## config.mk

```make
export PLATFORM = sky130hd
export DESIGN_NAME = ws2812_frame_scheduler
export DESIGN_NICKNAME = d
export VERILOG_FILES = /design/src/rtl/ws2812_frame_scheduler.sv
export SDC_FILE = /design/constraint.sdc
export NUM_CORES = 1
export LEC_CHECK = 0
export ABC_CLOCK_PERIOD_IN_PS = 4550
export BUFFER_PORTS_ARGS = -buffer_cell sky130_fd_sc_hd__buf_4
export CORE_MARGIN = 4
export CORE_UTILIZATION = 55
export CTS_CLUSTER_DIAMETER = 100
export DETAILED_ROUTE_END_ITERATION = 10
export PLACE_DENSITY = 0.84
export SLEW_MARGIN = 10
export SYNTH_ARGS = -nofsm -noshare
export SYNTH_HDL_FRONTEND = slang
export SYNTH_SLANG_ARGS = --single-unit
```

## constraint.sdc

```tcl
create_clock -name i_clk -period 4.55 [get_ports i_clk]
set_clock_uncertainty 0.15 [all_clocks]
set_input_delay 0.2275 -clock i_clk [delete_from_list [all_inputs] [get_ports i_clk]]
set_output_delay 0.2275 -clock i_clk [all_outputs]
set_load 0.01 [all_outputs]
```

## src/rtl/ws2812_frame_scheduler.sv

```systemverilog
// Frame-level WS2812 controller: double-buffered GRB pixel store, per-frame pixel streaming
// over valid/ready, then a latch (reset-low) request to the bit encoder.
module ws2812_frame_scheduler #(
  parameter int unsigned LED_NUM  = 8,
  parameter int unsigned ADDR_W   = 3,
  parameter int unsigned CLK_FRE  = 27_000_000,
  parameter int unsigned FRAME_HZ = 30
) (
  input  logic              i_clk,
  input  logic              i_rst_n,
  input  logic              i_wr_en,
  input  logic [ADDR_W-1:0] i_wr_addr,
  input  logic [23:0]       i_wr_data,
  input  logic              i_commit,
  output logic              o_commit_pending,
  output logic              o_pix_valid,
  output logic [23:0]       o_pix_data,
  input  logic              i_pix_ready,
  output logic              o_latch_req,
  input  logic              i_latch_done,
  output logic              o_busy,
  output logic              o_overrun,
  output logic [15:0]       o_frame_cnt
);

  localparam int unsigned FRAME_TICKS = CLK_FRE / FRAME_HZ;
  localparam int unsigned TIMER_W     = (FRAME_TICKS > 1) ? $clog2(FRAME_TICKS) : 1;
  localparam logic [TIMER_W-1:0] TimerLast = TIMER_W'(FRAME_TICKS - 1);
  localparam logic [ADDR_W-1:0]  IdxLast   = ADDR_W'(LED_NUM - 1);
  localparam logic [ADDR_W:0]    LedNumExt = (ADDR_W + 1)'(LED_NUM);

  typedef enum logic [1:0] {StIdle, StLoad, StSend, StLatch} state_e;

  state_e              r_state, w_state_next;
  logic [TIMER_W-1:0]  r_timer;
  logic                r_bank_sel, w_bank_sel_next;
  logic                r_pending, w_pending_next;
  logic [ADDR_W-1:0]   r_idx, w_idx_next;
  logic                r_pix_valid, w_pix_valid_next;
  logic [23:0]         r_pix_data, w_pix_data_next;
  logic                r_latch_req, w_latch_req_next;
  logic                r_overrun, w_overrun_next;
  logic [15:0]         r_frame_cnt, w_frame_cnt_next;
  logic                w_tick, w_hs, w_wr_ok;

  // Sized to the full address space so any wr_addr indexes legally; out-of-range writes are gated.
  logic [23:0] r_mem [2][2**ADDR_W];

  assign w_tick  = (r_timer == TimerLast);
  assign w_hs    = r_pix_valid && i_pix_ready;
  assign w_wr_ok = i_wr_en && ({1'b0, i_wr_addr} < LedNumExt);

  // Writes always target the back bank as seen before any same-cycle swap.
  always_ff @(posedge i_clk) begin
    if (w_wr_ok) r_mem[~r_bank_sel][i_wr_addr] <= i_wr_data;
  end

  always_ff @(posedge i_clk or negedge i_rst_n) begin
    if (!i_rst_n) r_timer <= '0;
    else          r_timer <= w_tick ? '0 : r_timer + TIMER_W'(1);
  end

  always_ff @(posedge i_clk or negedge i_rst_n) begin
    if (!i_rst_n) r_state <= StIdle;
    else          r_state <= w_state_next;
  end

  always_comb begin
    w_state_next = r_state;
    unique case (r_state)
      StIdle:  if (w_tick) w_state_next = StLoad;
      StLoad:  w_state_next = StSend;
      StSend:  if (w_hs) w_state_next = (r_idx == IdxLast) ? StLatch : StLoad;
      StLatch: if (i_latch_done) w_state_next = StIdle;
      default: w_state_next = StIdle;
    endcase
  end

  always_comb begin
    w_bank_sel_next  = r_bank_sel;
    w_pending_next   = r_pending;
    w_idx_next       = r_idx;
    w_pix_valid_next = r_pix_valid;
    w_pix_data_next  = r_pix_data;
    w_latch_req_next = r_latch_req;
    w_overrun_next   = r_overrun;
    w_frame_cnt_next = r_frame_cnt;
    if (i_commit) w_pending_next = 1'b1;
    if (w_tick && (r_state != StIdle)) w_overrun_next = 1'b1;
    unique case (r_state)
      StIdle: begin
        if (w_tick) begin
          w_idx_next = '0;
          // Swap decision uses the pending flag from before any same-cycle commit.
          if (r_pending) begin
            w_bank_sel_next = ~r_bank_sel;
            w_pending_next  = 1'b0;
          end
        end
      end
      StLoad: begin
        w_pix_data_next  = r_mem[r_bank_sel][r_idx];
        w_pix_valid_next = 1'b1;
      end
      StSend: begin
        if (w_hs) begin
          w_pix_valid_next = 1'b0;
          if (r_idx == IdxLast) w_latch_req_next = 1'b1;
          else                  w_idx_next       = r_idx + ADDR_W'(1);
        end
      end
      StLatch: begin
        if (i_latch_done) begin
          w_latch_req_next = 1'b0;
          w_frame_cnt_next = r_frame_cnt + 16'd1;
        end
      end
      default: ;
    endcase
  end

  always_ff @(posedge i_clk or negedge i_rst_n) begin
    if (!i_rst_n) begin
      r_bank_sel  <= 1'b0;
      r_pending   <= 1'b0;
      r_idx       <= '0;
      r_pix_valid <= 1'b0;
      r_pix_data  <= '0;
      r_latch_req <= 1'b0;
      r_overrun   <= 1'b0;
      r_frame_cnt <= '0;
    end else begin
      r_bank_sel  <= w_bank_sel_next;
      r_pending   <= w_pending_next;
      r_idx       <= w_idx_next;
      r_pix_valid <= w_pix_valid_next;
      r_pix_data  <= w_pix_data_next;
      r_latch_req <= w_latch_req_next;
      r_overrun   <= w_overrun_next;
      r_frame_cnt <= w_frame_cnt_next;
    end
  end

  assign o_commit_pending = r_pending;
  assign o_pix_valid      = r_pix_valid;
  assign o_pix_data       = r_pix_data;
  assign o_latch_req      = r_latch_req;
  assign o_busy           = (r_state != StIdle);
  assign o_overrun        = r_overrun;
  assign o_frame_cnt      = r_frame_cnt;

endmodule

```

==> reports/metrics.cfg <==
[routing]
vias_per_cell = 6.00
vias = 10110
drcViolationCount = 0
antenna_left = 0
drt-initial-drc-count = 1000
wirelength_microns = 39100
wire_per_inst_microns = 23.2
dr.pass1.iters = 7

[worst_setup_path]
start_kind = flop
path_class = flop to flop
cp_cell_sequence = nand2b_1, buf_4, nor2_2, buf_4, nand4_1, nand3_1
path_max_fanout = 24
critPathSlowestCell = nand2b_1
cp.arrival_ns = 2.93
end_kind = flop
worstPathRequired_ns = 4.88
crit_buf_inv = 2
critPathMostFrequentCell = buf_4
slowest_delay_ns = 0.59
critPathTopFamily = simple AND/OR/NAND/NOR gates

[synth]
synthDistinctLibCells = 41
syn_avg_cell_area_sq_um = 16.2
ys_ff_latch = 454
synthCells = 1100
syn_area_sq_um = 17800
synth-warning-count = 0
synth_mux_area_share_pct = 11.0
synth_xor_area_share_pct = 1.42
synth_seq_area_share_pct = 74.5
yosys.area_share.adder_pct = 0.281
synthSimpleGateAreaFrac_pct = 7.48
synth_compound_area_share_pct = 3.80
synth_top_family_by_area = multiplexers
synth_fp_nets = 1137

[clocking]
worstSkewPairLatency_ns = 0.54
clkTransAtPathRegs_ns = 0.06
numCtsBuffers = 43
clockRootBuffer = clkbuf_16
cts_setup_buffers = 0
cts_tree = yes
h-tree-depth = 2
cts.sinks = 454
ctsLongestPathBuffers = 3

[floorplan]
dieArea_sq_um = 35400
num_rows = 65
ios = 78
dieWidth_microns = 188
coreArea_sq_um = 31800
initial_core_util_pct = 56.1
die_y_microns = 188

[place]
gp_congestion = 0.806
hpwl_microns = 20000
dpl_cell_area_sq_um = 19000
numPortBuffers = 77

[global_routing]
grt_pass1_vias = 10412
gr-usage-all-layers_pct = 21.9
overflow = 0
antenna_found_initial = 0
grt_max_degree = 146
grt_pass1_wl_microns = 60300

[sta]
setup_viol = 0
period_share_pct = 57.1
rsz0062_at_grt = no
tightestPinTransition_ns = 1.21
relSlewSlack_pct = 19.2
fin_tns_setup_ns = 0
hold_viol = 0
max_freq_mhz = 385
whs_ns = 0.259
finalCriticalPeriod_ns = 2.60
report.final.slew_viol_count = 0

[final_layout]
syn_to_final_growth_pct = 16.3
n_fill_cell = 2119
antennaDiodeCount = 0
drive_gt1_share_pct = 15.1
final_nets = 1253
final_area_sq_um = 20700
utilization_pct = 65.2

[power_and_ir_drop]
p_leak_nw = 6.90
peakVddDrop_mv = 0.355
power_density_nw_per_um2 = 401

[status]
status = finished, final reports clean

[flow_run]
maxCapViolations = 0

[hold_path]
hold_class = primary input to async pin

[cell usage in the layout, fill, tap and decap left out, types with 4 or more instances in the layout]
master / count
clkbuf_8: 6
nor3_2: 4
clkbuf_16: 43
and2_1: 4
inv_1: 10
nand3_1: 62
ha_1: 4
dfrtp_1: 69
nor2_1: 14
edfxtp_1: 384
xor2_1: 14
xnor2_1: 15
bufinv_16: 4
a22oi_1: 72
clkbuf_1: 13
nor3_1: 6
nand4_1: 34
and3_1: 4
o21ai_0: 7
buf_4: 89
dlygate4sd3_1: 32
nor2_4: 13
nand2_1: 92
mux2i_1: 195
clkinv_2: 8
[what timing repair did]
action	in CTS	in global routing
hold buffers	32	0
endpoints found under the hold margin	481	0
resized for setup	0	0
[power breakdown]
part           internal, mW  switching (mW)  total (mW)  leakage (nW)
clock                  2.08            1.50        3.58         0.698
combinational        0.0423           0.101       0.144          1.80
sequential             4.57          0.0153        4.59          4.40
total                  6.70            1.62        8.31          6.90
[final cells by class]
type                    count  area [sq um]  share of cell area, %
clock buffers              62          1210                   5.83
clock inverters            17           206                  0.996
inverters                  10          37.5                  0.181
multi-input cells         584          4420                   21.3
flip-flops and latches    454         13300                   64.1
well taps                 435           544                   2.63
repair buffers            123          1030                   4.96
[synthesized netlist by cell type, drive strengths merged]
| library cell | count | area (sq um) |
|---|---|---|
| xor2 | 14 | 123 |
| nor4 | 3 | 48.8 |
| nor2b | 4 | 25.0 |
| nand3 | 63 | 320 |
| inv | 10 | 37.5 |
| or3b | 1 | 8.76 |
| a22o | 3 | 26.3 |
| and2 | 5 | 31.3 |
| nand4bb | 1 | 11.3 |
| and4 | 4 | 37.5 |
| mux2 | 1 | 11.3 |
| and3 | 4 | 25.0 |
| nor3 | 10 | 50.1 |
| nand3b | 3 | 22.5 |
| xnor2 | 15 | 131 |
| a22oi | 72 | 541 |
| o311ai | 3 | 26.3 |
| nand2b | 3 | 18.8 |
| mux2i | 195 | 1950 |
| nand2 | 92 | 345 |
| nor2 | 29 | 109 |
| or4b | 2 | 27.5 |
| a21o | 1 | 7.51 |
| o21ai | 7 | 35.0 |
| a41oi | 1 | 8.76 |
| ha | 4 | 50.1 |
| nand4 | 34 | 213 |
| or3 | 4 | 30.0 |
| edfxtp | 384 | 11500 |
| nor4bb | 1 | 10.0 |
| buf | 27 | 133 |
| dfrtp | 70 | 1750 |
| clkbuf | 25 | 93.8 |
| a21oi | 5 | 32.5 |
[registers in the layout, summed over array words and instances (netlist names)]
name              count
r_state               2
o_frame_cnt          16
o_overrun             1
r_idx                 3
r_mem               384
o_pix_valid           1
o_latch_req           1
r_timer              20
o_commit_pending      1
r_bank_sel            1
o_pix_data           24
[worst paths after layout]
check | to | cells after the start | startpoint | slack (ns)
worst max-delay path | o_pix_data[13] | 6 | r_state[1] | 1.95
min in group i_clk | r_mem[1][171] | 3 | i_wr_addr[2] | 0.26
worst min-delay path | r_timer[15] | 2 | i_rst_n | 0.26
max in group asynchronous | r_bank_sel | 2 | i_rst_n | 3.23
worst max register to register | o_pix_data[13] | 6 | r_state[1] | 1.95
worst min register to register | o_overrun | 1 | o_overrun | 0.31
[per-stage QoR]
step / setup slack, ns / std cells / total power [mW]
2_1_floorplan: 1.08 / 1100 / 4.69
3_3_place_gp: 2.06 / 1574 / 4.79
3_5_place_dp: 2.04 / 1574 / 4.80
4_1_cts: 2.02 / 1685 / 8.34
5_1_grt: 1.83 / 1685 / 8.56
6_report: 1.95 / 1685 / 8.31
[metal layers]
layer | part of all wire [%] | track usage, %
met5 | 0 | 0
met3 | 7.1 | 3.16
met4 | 3.0 | 7.00
met2 | 49 | 36.5
met1 | 41 | 30.2
[cells by family after synthesis]
family / after synthesis
DFF: 454
buffers and inverters: 62
adders and majority gates: 4
xor gates and xnor gates: 29
muxes: 196
and+or+nand+nor: 263
AOI/OAI and AO/OA: 92
[worst reg2reg max path, cell delays in order (launching register included)]
cell and delay (ns):
dfrtp_1 0.54, nand2b_1 0.59, buf_4 0.43, nor2_2 0.11, buf_4 0.35, nand4_1 0.23
nand3_1 0.14
(Power assumes the default switching activity.)
